## src/rtl/clock_ratio_monitor.sv

```systemverilog
// Recovers the divider setting from a toggling divided clock; optional CLKMON_GLITCH_FILTER_EN adds a 2-cycle level filter.
// Latency: edge_pulse 2 clk after input capture (+2 with filter); locked/ratio registered one cycle after the locking edge.
// Backpressure: none; free-running monitor, range_err/timeout/edge_pulse are single-cycle pulses.
module clock_ratio_monitor #(
    parameter int DIV_W    = 3,
    parameter int CNT_W    = 8,
    parameter int LOCK_CNT = 4,
    parameter int TIMEOUT  = 200
) (
    input  logic             clk,
    input  logic             rst_n,
    input  logic             en,
    input  logic             div_clk_in,
    output logic [DIV_W-1:0] ratio,
    output logic             locked,
    output logic             edge_pulse,
    output logic             range_err,
    output logic             timeout
);
    localparam int MC_W = $clog2(LOCK_CNT + 1);
    localparam logic [CNT_W-1:0] HP_SAT   = '1;
    localparam logic [CNT_W-1:0] M_MAX    = CNT_W'((1 << DIV_W) - 1);
    localparam logic [CNT_W-1:0] TO_VAL   = CNT_W'(TIMEOUT);
    localparam logic [MC_W-1:0]  LOCK_VAL = MC_W'(LOCK_CNT);

    typedef enum logic [1:0] {IDLE, ACQUIRE, MEASURE, LOCKED} state_t;

    state_t           state, state_nxt;
    logic [CNT_W-1:0] hp_cnt, hp_nxt;
    logic [CNT_W-1:0] last_m, last_m_nxt;
    logic [MC_W-1:0]  match_cnt, match_nxt;
    logic [DIV_W-1:0] ratio_nxt;
    logic             locked_nxt;
    logic             s1, s2, s3;

`ifdef CLKMON_GLITCH_FILTER_EN
    logic s2_d, s_filt;

    // A level reaches the history flop only once s2 has held it for two cycles.
    always_ff @(posedge clk) begin
        if (!rst_n) begin
            s1     <= 1'b0;
            s2     <= 1'b0;
            s2_d   <= 1'b0;
            s_filt <= 1'b0;
            s3     <= 1'b0;
        end else begin
            s1   <= div_clk_in;
            s2   <= s1;
            s2_d <= s2;
            if (s2 == s2_d)
                s_filt <= s2;
            s3 <= s_filt;
        end
    end

    assign edge_pulse = s_filt ^ s3;
`else
    always_ff @(posedge clk) begin
        if (!rst_n) begin
            s1 <= 1'b0;
            s2 <= 1'b0;
            s3 <= 1'b0;
        end else begin
            s1 <= div_clk_in;
            s2 <= s1;
            s3 <= s2;
        end
    end

    assign edge_pulse = s2 ^ s3;
`endif

    always_ff @(posedge clk) begin
        if (!rst_n) begin
            state     <= IDLE;
            hp_cnt    <= '0;
            last_m    <= '0;
            match_cnt <= '0;
            ratio     <= '0;
            locked    <= 1'b0;
        end else begin
            state     <= state_nxt;
            hp_cnt    <= hp_nxt;
            last_m    <= last_m_nxt;
            match_cnt <= match_nxt;
            ratio     <= ratio_nxt;
            locked    <= locked_nxt;
        end
    end

    always_comb begin
        state_nxt  = state;
        hp_nxt     = (hp_cnt == HP_SAT) ? hp_cnt : hp_cnt + 1'b1;
        last_m_nxt = last_m;
        match_nxt  = match_cnt;
        ratio_nxt  = ratio;
        locked_nxt = locked;
        range_err  = 1'b0;
        timeout    = 1'b0;

        if (!en) begin
            state_nxt  = IDLE;
            hp_nxt     = '0;
            last_m_nxt = '0;
            match_nxt  = '0;
            ratio_nxt  = '0;
            locked_nxt = 1'b0;
        end else begin
            // hp_cnt at an edge is the measurement; the counter restarts from it
            if (edge_pulse)
                hp_nxt = '0;
            case (state)
                IDLE: begin
                    state_nxt = ACQUIRE;
                    hp_nxt    = '0;
                end
                ACQUIRE: begin
                    if (edge_pulse) begin
                        state_nxt = MEASURE;
                        match_nxt = '0;
                    end else if (hp_cnt == TO_VAL) begin
                        timeout = 1'b1;
                        hp_nxt  = '0;
                    end
                end
                MEASURE, LOCKED: begin
                    if (edge_pulse) begin
                        if (state == MEASURE || hp_cnt != CNT_W'(ratio)) begin
                            state_nxt  = MEASURE;
                            locked_nxt = 1'b0;
                            ratio_nxt  = '0;
                            if (hp_cnt > M_MAX) begin
                                range_err = 1'b1;
                                match_nxt = '0;
                            end else begin
                                if (state == MEASURE && match_cnt != '0 && hp_cnt == last_m) begin
                                    match_nxt = match_cnt + 1'b1;
                                end else begin
                                    last_m_nxt = hp_cnt;
                                    match_nxt  = MC_W'(1);
                                end
                                if (match_nxt == LOCK_VAL) begin
                                    state_nxt  = LOCKED;
                                    ratio_nxt  = hp_cnt[DIV_W-1:0];
                                    locked_nxt = 1'b1;
                                end
                            end
                        end
                    end else if (hp_cnt == TO_VAL) begin
                        timeout    = 1'b1;
                        state_nxt  = ACQUIRE;
                        hp_nxt     = '0;
                        match_nxt  = '0;
                        ratio_nxt  = '0;
                        locked_nxt = 1'b0;
                    end
                end
                default: state_nxt = IDLE;
            endcase
        end
    end
endmodule

```

## config.mk

```make
export PLATFORM = sky130hd
export DESIGN_NAME = clock_ratio_monitor
export DESIGN_NICKNAME = d
export VERILOG_FILES = /design/src/rtl/clock_ratio_monitor.sv
export SDC_FILE = /design/constraint.sdc
export NUM_CORES = 1
export LEC_CHECK = 0
export ABC_AREA = 0
export ABC_CLOCK_PERIOD_IN_PS = 2800
export CAP_MARGIN = 20
export CORE_MARGIN = 1
export CORE_UTILIZATION = 61
export DETAILED_ROUTE_END_ITERATION = 8
export PLACE_DENSITY = 0.83
export SLEW_MARGIN = 20
export SYNTH_ARGS = -nofsm -noshare
export SYNTH_HDL_FRONTEND = slang
export SYNTH_SLANG_ARGS = --single-unit
```

## constraint.sdc

```tcl
create_clock -name clk -period 2.8 [get_ports clk]
set_input_delay 0.42 -clock clk [delete_from_list [all_inputs] [get_ports clk]]
set_output_delay 0.42 -clock clk [all_outputs]
set_load 0.02 [all_outputs]
```

==> results.toml <==
[global_routing]
grt_pass1_wl_mm = 5.11
grt_usage = 0.265
grt.overflow.total = 0
grt_max_degree = 17
antenna_found_initial = 0
grt_pass1_vias = 1157

[pwr]
p_seq_frac = 0.576
fin_total_pwr_mw = 0.705
intPower_mw = 0.562
p_sw_frac = 0.203
total_leakage_power_nw = 0.632
combPwrFrac = 0.049
power.density_nw_per_um2 = 444
clkPwrFrac = 0.376
vdd_ir_drop_max_mv = 0.375
power.switching_mw = 0.143

[setup_path]
reg2regPathDepth = 5
cp_max_fo = 6
slowest_delay_ns = 0.63
cp_slowest_cell = "clkdlybuf4s50_1"
crit_chain = "and4b_2 -> and3_1 -> nand2_1 -> nor2_1 -> clkdlybuf4s50_1"
cp-start-kind = "register"
arrival_ns = 2.17
endpoint_kind = "output pin"
worstSetupPathType = "register to output pin"
cp.required_ns = 2.38

[min_path]
holdPathStages = 1
min_path_type = "register to register"

[final_layout]
layout.nets = 179
areaGrowthSynthToFinish_pct = 10.8
num_antenna_cells = 0
drive_above_1_share = 0.0882
final_util = 0.717

[synthesis]
synthTopCellsByCount = "dfxtp_1, nand2_1, nor2_1"
yosysTopAreaCell = "dfxtp_1"
ys.flop_type = "dfxtp_1"
syn_inst = 162
synth.distinct_cells = 41
synth_top_cell_area_share = 0.392
ys_ff_latch = 28
yosysSeqAreaShare = 0.392
syn_area_per_cell_um2 = 8.83
yosysMostFrequentCell = "dfxtp_1"
synth_edf_count = 0
yosys-top-cells-area = "dfxtp_1, xnor2_1, nand2_1, nor2_1, ha_1"
yosysWarningCount = 0
syn_nets = 170
syn_area_um2 = 1430
async_reset_ff_frac = 0

[die]
die_h_um = 50.4
initial_core_util = 0.646
die_x_um = 50.4
die-area_um2 = 2540
pin_count = 11
core_um2 = 2210
rows = 17

[detailed_routing]
drtIter0Drc = 64
vias = 1210
ant_nets = 0
dr.pass1.iters = 4
drt-vias-per-instance = 6.11
routed_wl_mm = 2.95
drcViolationCount = 0
wl_per_cell_um = 14.9

[sta]
setup_viol = 0
fin_crit_sh = 0.923
fin_crit_ns = 2.59
hold_viol = 0
finClkSkew_ns = 0.00254
fmax_mhz = 387
slew_viol_final = 0
holdWs_ns = 0.454
relSlewSlack = 0.546
worst_slew_pin_slew_ns = 0.678
grt_setup_unrepaired = "false"
timing.setup.tns_ns = 0

[placed_design]
place.gp.congestion = 0.767
io_buffers = 10
dpl.hpwl_mm = 2.21

[status]
run_status = "finished clean"

[clocking]
clock_path_buffers = 2
cts_hold_buf = 0
cts.sinks = 28
ctsRootBufferMaster = "clkbuf_4"
worstSkewPairLatency_ns = 0.32
cts_buffers = 3
post_cts_resized = 0
postCtsSetupBuffers = 0
h-tree-depth = 1
clkTransAtPathRegs_ns = 0.15
cts_tree = "yes"

[run]
maxCapViolCount = 0
[registers in the layout, indices dropped and copies added, names as in the netlist]
| register | flops |
|---|---|
| hp_cnt | 8 |
| state | 2 |
| locked | 1 |
| s2 | 1 |
| match_cnt | 3 |
| s1 | 1 |
| s3 | 1 |
| ratio | 3 |
| last_m | 8 |
[power by group through the flow]
stage	Sequential (mW)	Clock [mW]	Combinational (mW)
5_1_grt	0.406	0.283	0.0370
2_1_floorplan	0.412	0	0.0224
3_5_place_dp	0.414	0	0.0334
6_report	0.406	0.265	0.0343
3_3_place_gp	0.414	0	0.0322
4_1_cts	0.406	0.265	0.0339
[placed cells by master (no fill, tap or decap), drive strengths merged, types with 2 or more instances in the layout]
cell type / synthesis / routed
a211oi: 2 / 2
a21oi: 7 / 7
a32o: 4 / 4
and2: 6 / 6
and3: 9 / 9
clkbuf: 3 / 3
clkdlybuf4s50: 0 / 10
dfxtp: 28 / 28
ha: 4 / 4
inv: 6 / 6
mux2i: 3 / 3
nand2: 17 / 17
nand3: 8 / 8
nand4: 3 / 3
nor2: 16 / 16
nor2b: 3 / 3
nor3: 3 / 3
nor4: 2 / 2
o21ai: 3 / 3
xnor2: 11 / 11
xor2: 5 / 5
[layout make-up]
cell class                      count  area, um^2
Tap cell                           28        35.0
Clock buffer                        3        22.5
Clock inverter                      1        30.0
Multi-Input combinational cell    121         807
Sequential cell                    28         561
Inverter                            6        22.5
Timing Repair Buffer               11         108
Fill cell                         175         627
[cell families after synthesis]
logic type,synth area share
AND/OR/NAND/NOR,0.269
XOR/XNOR,0.0980
buffers and inverters,0.0437
adder cells (fa/ha/maj),0.0350
multiplexers,0.0210
AO/OA/AOI/OAI,0.142
flip-flops,0.392
[metal layers]
layer	up-vias	wire, um	share of wire	track usage
li1	583	-	-	-
met1	584	1320	0.45	0.328
met2	35	1470	0.50	0.464
met3	8	115	0.039	0.0424
met4	0	42	0.014	0.0833
met5	-	0	0	0
[through the flow]
stage                     instance area, um^2  setup slack [ns]  cells
final                                    1590             0.215    198
after global routing                     1590             0.148    198
after CTS                                1590             0.236    198
after detailed placement                 1530             0.607    194
after global placement                   1530             0.645    194
after floorplan                          1430              1.00    162
[worst max-delay path: cells and delay by family (launching register included)]
kind / cells / cell delay (ns)
AND/OR/NAND/NOR: 4 / 0.71
buffers and inverters: 1 / 0.63
flip-flops: 1 / 0.50
[path summary, 6_finish.rpt]
kind / end / slack [ns] / start
worst max register to register: last_m[1] / 0.73 / hp_cnt[2]
worst min register to register: s2 / 0.45 / s1
worst max-delay path: timeout / 0.21 / hp_cnt[3]
worst min-delay path: s2 / 0.45 / s1
No activity file was read; power rests on OpenSTA's default activity.
==> edit 1 (same flow settings) <==
Set the parameter `DIV_W` to 2 (it was 3).
--- a/src/rtl/clock_ratio_monitor.sv
+++ b/src/rtl/clock_ratio_monitor.sv
@@ -2,7 +2,7 @@
 // Latency: edge_pulse 2 clk after input capture (+2 with filter); locked/ratio registered one cycle after the locking edge.
 // Backpressure: none; free-running monitor, range_err/timeout/edge_pulse are single-cycle pulses.
 module clock_ratio_monitor #(
-    parameter int DIV_W    = 3,
+    parameter int DIV_W    = 2,
     parameter int CNT_W    = 8,
     parameter int LOCK_CNT = 4,
     parameter int TIMEOUT  = 200
Interface: changed (resized ratio); port bits go from 11 to 10. No check against the original RTL was run, so the function may have changed too.
==> edit 1 against the unedited design <==
- setup slack gained 0.031 ns
- global-route usage shrank 3.2 points
- count of clock-buffer cells in the layout is the same
- routed wire length shrank 14%
- area after synthesis grew 1.1%
- core utilization shrank 3.7 points
- sequential cell count shrank 1
- register-to-register slack gained 0.02 ns
- power shrank 15%
- fmax grew 1.2%
- first-iteration DRC count shrank 67%
- design area shrank 4.2%
- largest cell class unchanged
==> edit 1: results (changes against the unedited design) <==
[outcome]
outcome = finished clean  ; unchanged

[critical_path]
startpoint = hp_cnt[2]  ; was hp_cnt[3]
regToRegSetupSlack_ns = 0.75  ; was 0.73 ns
crit-reg2reg-capture = locked  ; was last_m[1]
r2r_cells = 7  ; was 5
reg2reg_from = match_cnt[0]  ; was hp_cnt[2]

[global_route]
grtUsageMet3 = 0.03636  ; was 0.04242
globalRouteTotalUtil = 0.2325  ; was 0.2645
met2_usage_in_global_routing = 0.3622  ; was 0.4644
grtUsageMet1 = 0.3120  ; was 0.3283

[logic_synthesis]
synth.top_cells.by_count = 27 x dfxtp_1, 14 x nand2_1, 10 x and2_1  ; was 28 x dfxtp_1, 17 x nand2_1, 16 x nor2_1
muxShareOfSynthArea = 0.01384  ; was 0.02100
synth_adder_area_share = 0.03460  ; was 0.03500
seq_total_area_yosys = 0.3737  ; was 0.3920
top_post_synthesis_cells_by_area = dfxtp_1 37%, buf_6 4.7%, xnor2_2 4.5%  ; was dfxtp_1 39%, xnor2_1 6.7%, nand2_1 4.5%
synth_area_in_compound_gates = 0.1228  ; was 0.1417

[route]
starting_drc_count_in_detailed_routing = 21  ; was 64

[pwr]
seq_power_uw = 391  ; was 406 uW
vdd_ir_drop_max_mv = 0.2636  ; was 0.3752 mV
power.leakage_nw = 0.5706  ; was 0.6323 nW
power.clock.total_uw = 178  ; was 265 uW

[placed_design]
place_congestion = 0.8909  ; was 0.7670
i_o_buffers = 9  ; was 10
post-place-cells = 185  ; was 194

[sta]
hold_worst_slack_ns = 0.4637  ; was 0.4538 ns
fin_crit_sh = 0.9123  ; was 0.9234
worst_pin_slew_ns = 0.4287  ; was 0.6784 ns

[clock_network]
clock_insertion_delay_at_the_later_pin_of_the_skew_report_ns = 0.34  ; was 0.32 ns

[cells_and_area]
post_route_cells_drive_above_1_share = 0.08696  ; was 0.08824

edit 1: changes by cell type in the layout (fill, tap and decap cells not counted), moves of 3 or more:
cell	before	now
a32o_1	4	1
and2_1	5	10
nand2_1	17	14
nor2_1	16	9
xnor2_1	11	6
xnor2_2	0	4
edit 1: layout make-up:
class | count | area [um2] | share of cell area
multi-input combinational | 114 | 793.3 | 0.5222
sequential | 27 | 540.5 | 0.3558
timing repair buffer | 10 | 97.59 | 0.06425
tap | 28 | 35.03 | 0.02306
clock buffer | 3 | 22.52 | 0.01483
inverter | 6 | 22.52 | 0.01483
clock inverter | 1 | 7.507 | 0.004942
edit 1: worst register-to-register path, stage by stage (launching register included):
cell,delay [ns]
dfxtp_1,0.40
inv_1,0.11
ha_1,0.20
nand2b_1,0.08
nand3_1,0.08
or4_1,0.58
nor4_4,0.37
a32o_1,0.21
edit 1: per-layer routing:
metal	part of all wire	vias to the layer above
met1	0.49	517
li1	-	556
met2	0.46	18
met3	0.023	4
met5	0	-
met4	0.022	0
==> edit 2 (same flow settings) <==
Made on the original files. Encoding of `state_t`: now Gray code (2 bits for 4 states).
--- a/src/rtl/clock_ratio_monitor.sv
+++ b/src/rtl/clock_ratio_monitor.sv
@@ -23,7 +23,7 @@
     localparam logic [CNT_W-1:0] TO_VAL   = CNT_W'(TIMEOUT);
     localparam logic [MC_W-1:0]  LOCK_VAL = MC_W'(LOCK_CNT);
 
-    typedef enum logic [1:0] {IDLE, ACQUIRE, MEASURE, LOCKED} state_t;
+    typedef enum logic [1:0] {IDLE = 2'b00, ACQUIRE = 2'b01, MEASURE = 2'b11, LOCKED = 2'b10} state_t;
 
     state_t           state, state_nxt;
     logic [CNT_W-1:0] hp_cnt, hp_nxt;
Function: same outputs for any inputs over 4 cycles, from zero or initial values and one cycle with rst_n low; so few cycles prove little.
==> edit 2 against the unedited design <==
- design area increased by 1.0%
- setup slack better by 0.15 ns
- routed wire length shrank 7.3%
- global-route usage is 2.4 points lower
- sequential cell count unchanged
- non-clock buffer count did not move
- power shrank 0.84%
- area after synthesis grew 0.52%
==> edit 2: results (changes against the unedited design) <==
[logic_synthesis]
top_post_synthesis_cells_by_area = dfxtp_1 39%, xor2_1 5.5%, xnor2_1 3.7%  ; was dfxtp_1 39%, xnor2_1 6.7%, nand2_1 4.5%
syn-num-nets = 163  ; was 170
synth_warnings = 0  ; unchanged
ys_async_sr_fraction = 0  ; unchanged
seq_total_area_yosys = 0.3899  ; was 0.3920
synth.top_cells.by_count = 28 x dfxtp_1, 13 x nor2_1, 9 x nand2_1, 9 x xor2_1  ; was 28 x dfxtp_1, 17 x nand2_1, 16 x nor2_1
yosysUniqueCellTypes = 44  ; was 41

[sta]
final.setup_skew_ns = 0.009382  ; was 0.002535 ns
hold_worst_slack_ns = 0.4665  ; was 0.4538 ns
worst_pin_slew_ns = 0.4182  ; was 0.6784 ns
final_layout_setup_total_negative_slack_ns = 0  ; unchanged

[global_route]
first_global_vias = 1062  ; was 1157
grt_max_degree = 17  ; unchanged
grt_pass1_wl_um = 4609  ; was 5106 um
globalRouteTotalUtil = 0.2404  ; was 0.2645

[clock_network]
cts_root_buf = clkbuf_4  ; unchanged
postCtsSetupBuffers = 0  ; unchanged
clock_insertion_delay_at_the_later_pin_of_the_skew_report_ns = 0.33
cts_resized = 0  ; unchanged

[min_path]
holdPathStages = 1  ; unchanged
worst_hold_path.endpoint = s2  ; unchanged

[route]
starting_drc_count_in_detailed_routing = 20  ; was 64
drtPass1Iterations = 4  ; unchanged
route.detailed.wl_per_inst_um = 14.26  ; was 14.90 um
via_count_of_the_routed_design = 1128  ; was 1210

[placed_design]
hpwlAfterDp_um = 2066  ; was 2206 um
place_congestion = 0.8085  ; was 0.7670

[cells_and_area]
post_route_cells_drive_above_1_share = 0.1280  ; was 0.08824
antenna-diode-count = 0  ; unchanged
fillers = 167  ; was 175
nNetsFinal = 173  ; was 179

[critical_path]
r2r_cells = 6  ; was 5
cp_max_fo = 7  ; was 6
regToRegSetupSlack_ns = 0.89  ; was 0.73 ns
crit_path_max_incr_delay_ns = 0.60  ; was 0.63 ns
crit-reg2reg-capture = hp_cnt[3]  ; was last_m[1]
reg2reg_from = hp_cnt[0]  ; was hp_cnt[2]
cp_data_arrival_time_ns = 2.02  ; was 2.17 ns

[pwr]
vdd_ir_drop_max_mv = 0.4082  ; was 0.3752 mV
power.leakage_nw = 0.6403  ; was 0.6323 nW

[outcome]
outcome = finished clean  ; unchanged

[edit 2: per-layer routing]
metal	wire [um]	GRT usage	up-vias
met2	1353	0.4133	17
met4	36	0.07870	0
met1	1260	0.2868	547
met5	0	0	-
met3	87	0.06667	4
li1	-	-	560
[edit 2: worst max-delay path, delay by kind of cell, from the launching register on]
kind	cells	cell delay, ns
flip-flops	1	0.55
AND/OR/NAND/NOR	3	0.52
buffers and inverters	1	0.60
[edit 2: cells by family after synthesis]
| logic type | Yosys count | share of synthesized area |
|---|---|---|
| XOR/XNOR | 16 | 0.1027 |
| flip-flops | 28 | 0.3899 |
| adder cells (fa/ha/maj) | 4 | 0.03481 |
| AND/OR/NAND/NOR | 66 | 0.2951 |
| buffers and inverters | 12 | 0.03742 |
| AO/OA/AOI/OAI | 29 | 0.1401 |
[edit 2: cell type report]
type | count | area [um2] | area share
repair buffers | 11 | 107.6 | 0.06719
well taps | 28 | 35.03 | 0.02187
multi-input cells | 115 | 823.3 | 0.5141
flip-flops and latches | 28 | 560.5 | 0.3500
clock inverters | 1 | 30.03 | 0.01875
clock buffers | 3 | 22.52 | 0.01406
inverters | 6 | 22.52 | 0.01406
[edit 2: worst max-delay path by stage]
stage                         start   endpoint
after floorplan                  s2  last_m[3]
after global placement           en  range_err
after detailed placement         en  range_err
after CTS                 hp_cnt[3]    timeout
after global routing      hp_cnt[3]    timeout
final                     hp_cnt[3]    timeout
[edit 2: where the power goes]
group	leakage (nW)	internal (mW)	switching, mW	total, mW
logic	0.386	0.0129	0.0183	0.0311
registers	0.226	0.402	0.00360	0.405
clock network	0.0279	0.145	0.117	0.262
total	0.640	0.559	0.139	0.699
[edit 2: stage by stage]
| step | std cells | util | worst slack [ns] | instance area (um2) | power [mW] |
|---|---|---|---|---|---|
| after detailed placement | 188 | 0.7002 | 0.6310 | 1549 | 0.4445 |
| after global routing | 192 | 0.7240 | 0.2615 | 1602 | 0.7226 |
| after CTS | 192 | 0.7240 | 0.3665 | 1602 | 0.7024 |
| after floorplan | 155 | - | 1.180 | 1438 | 0.4316 |
| after global placement | 188 | 0.7002 | 0.6863 | 1549 | 0.4433 |
| final | 192 | 0.7240 | 0.3643 | 1602 | 0.6987 |
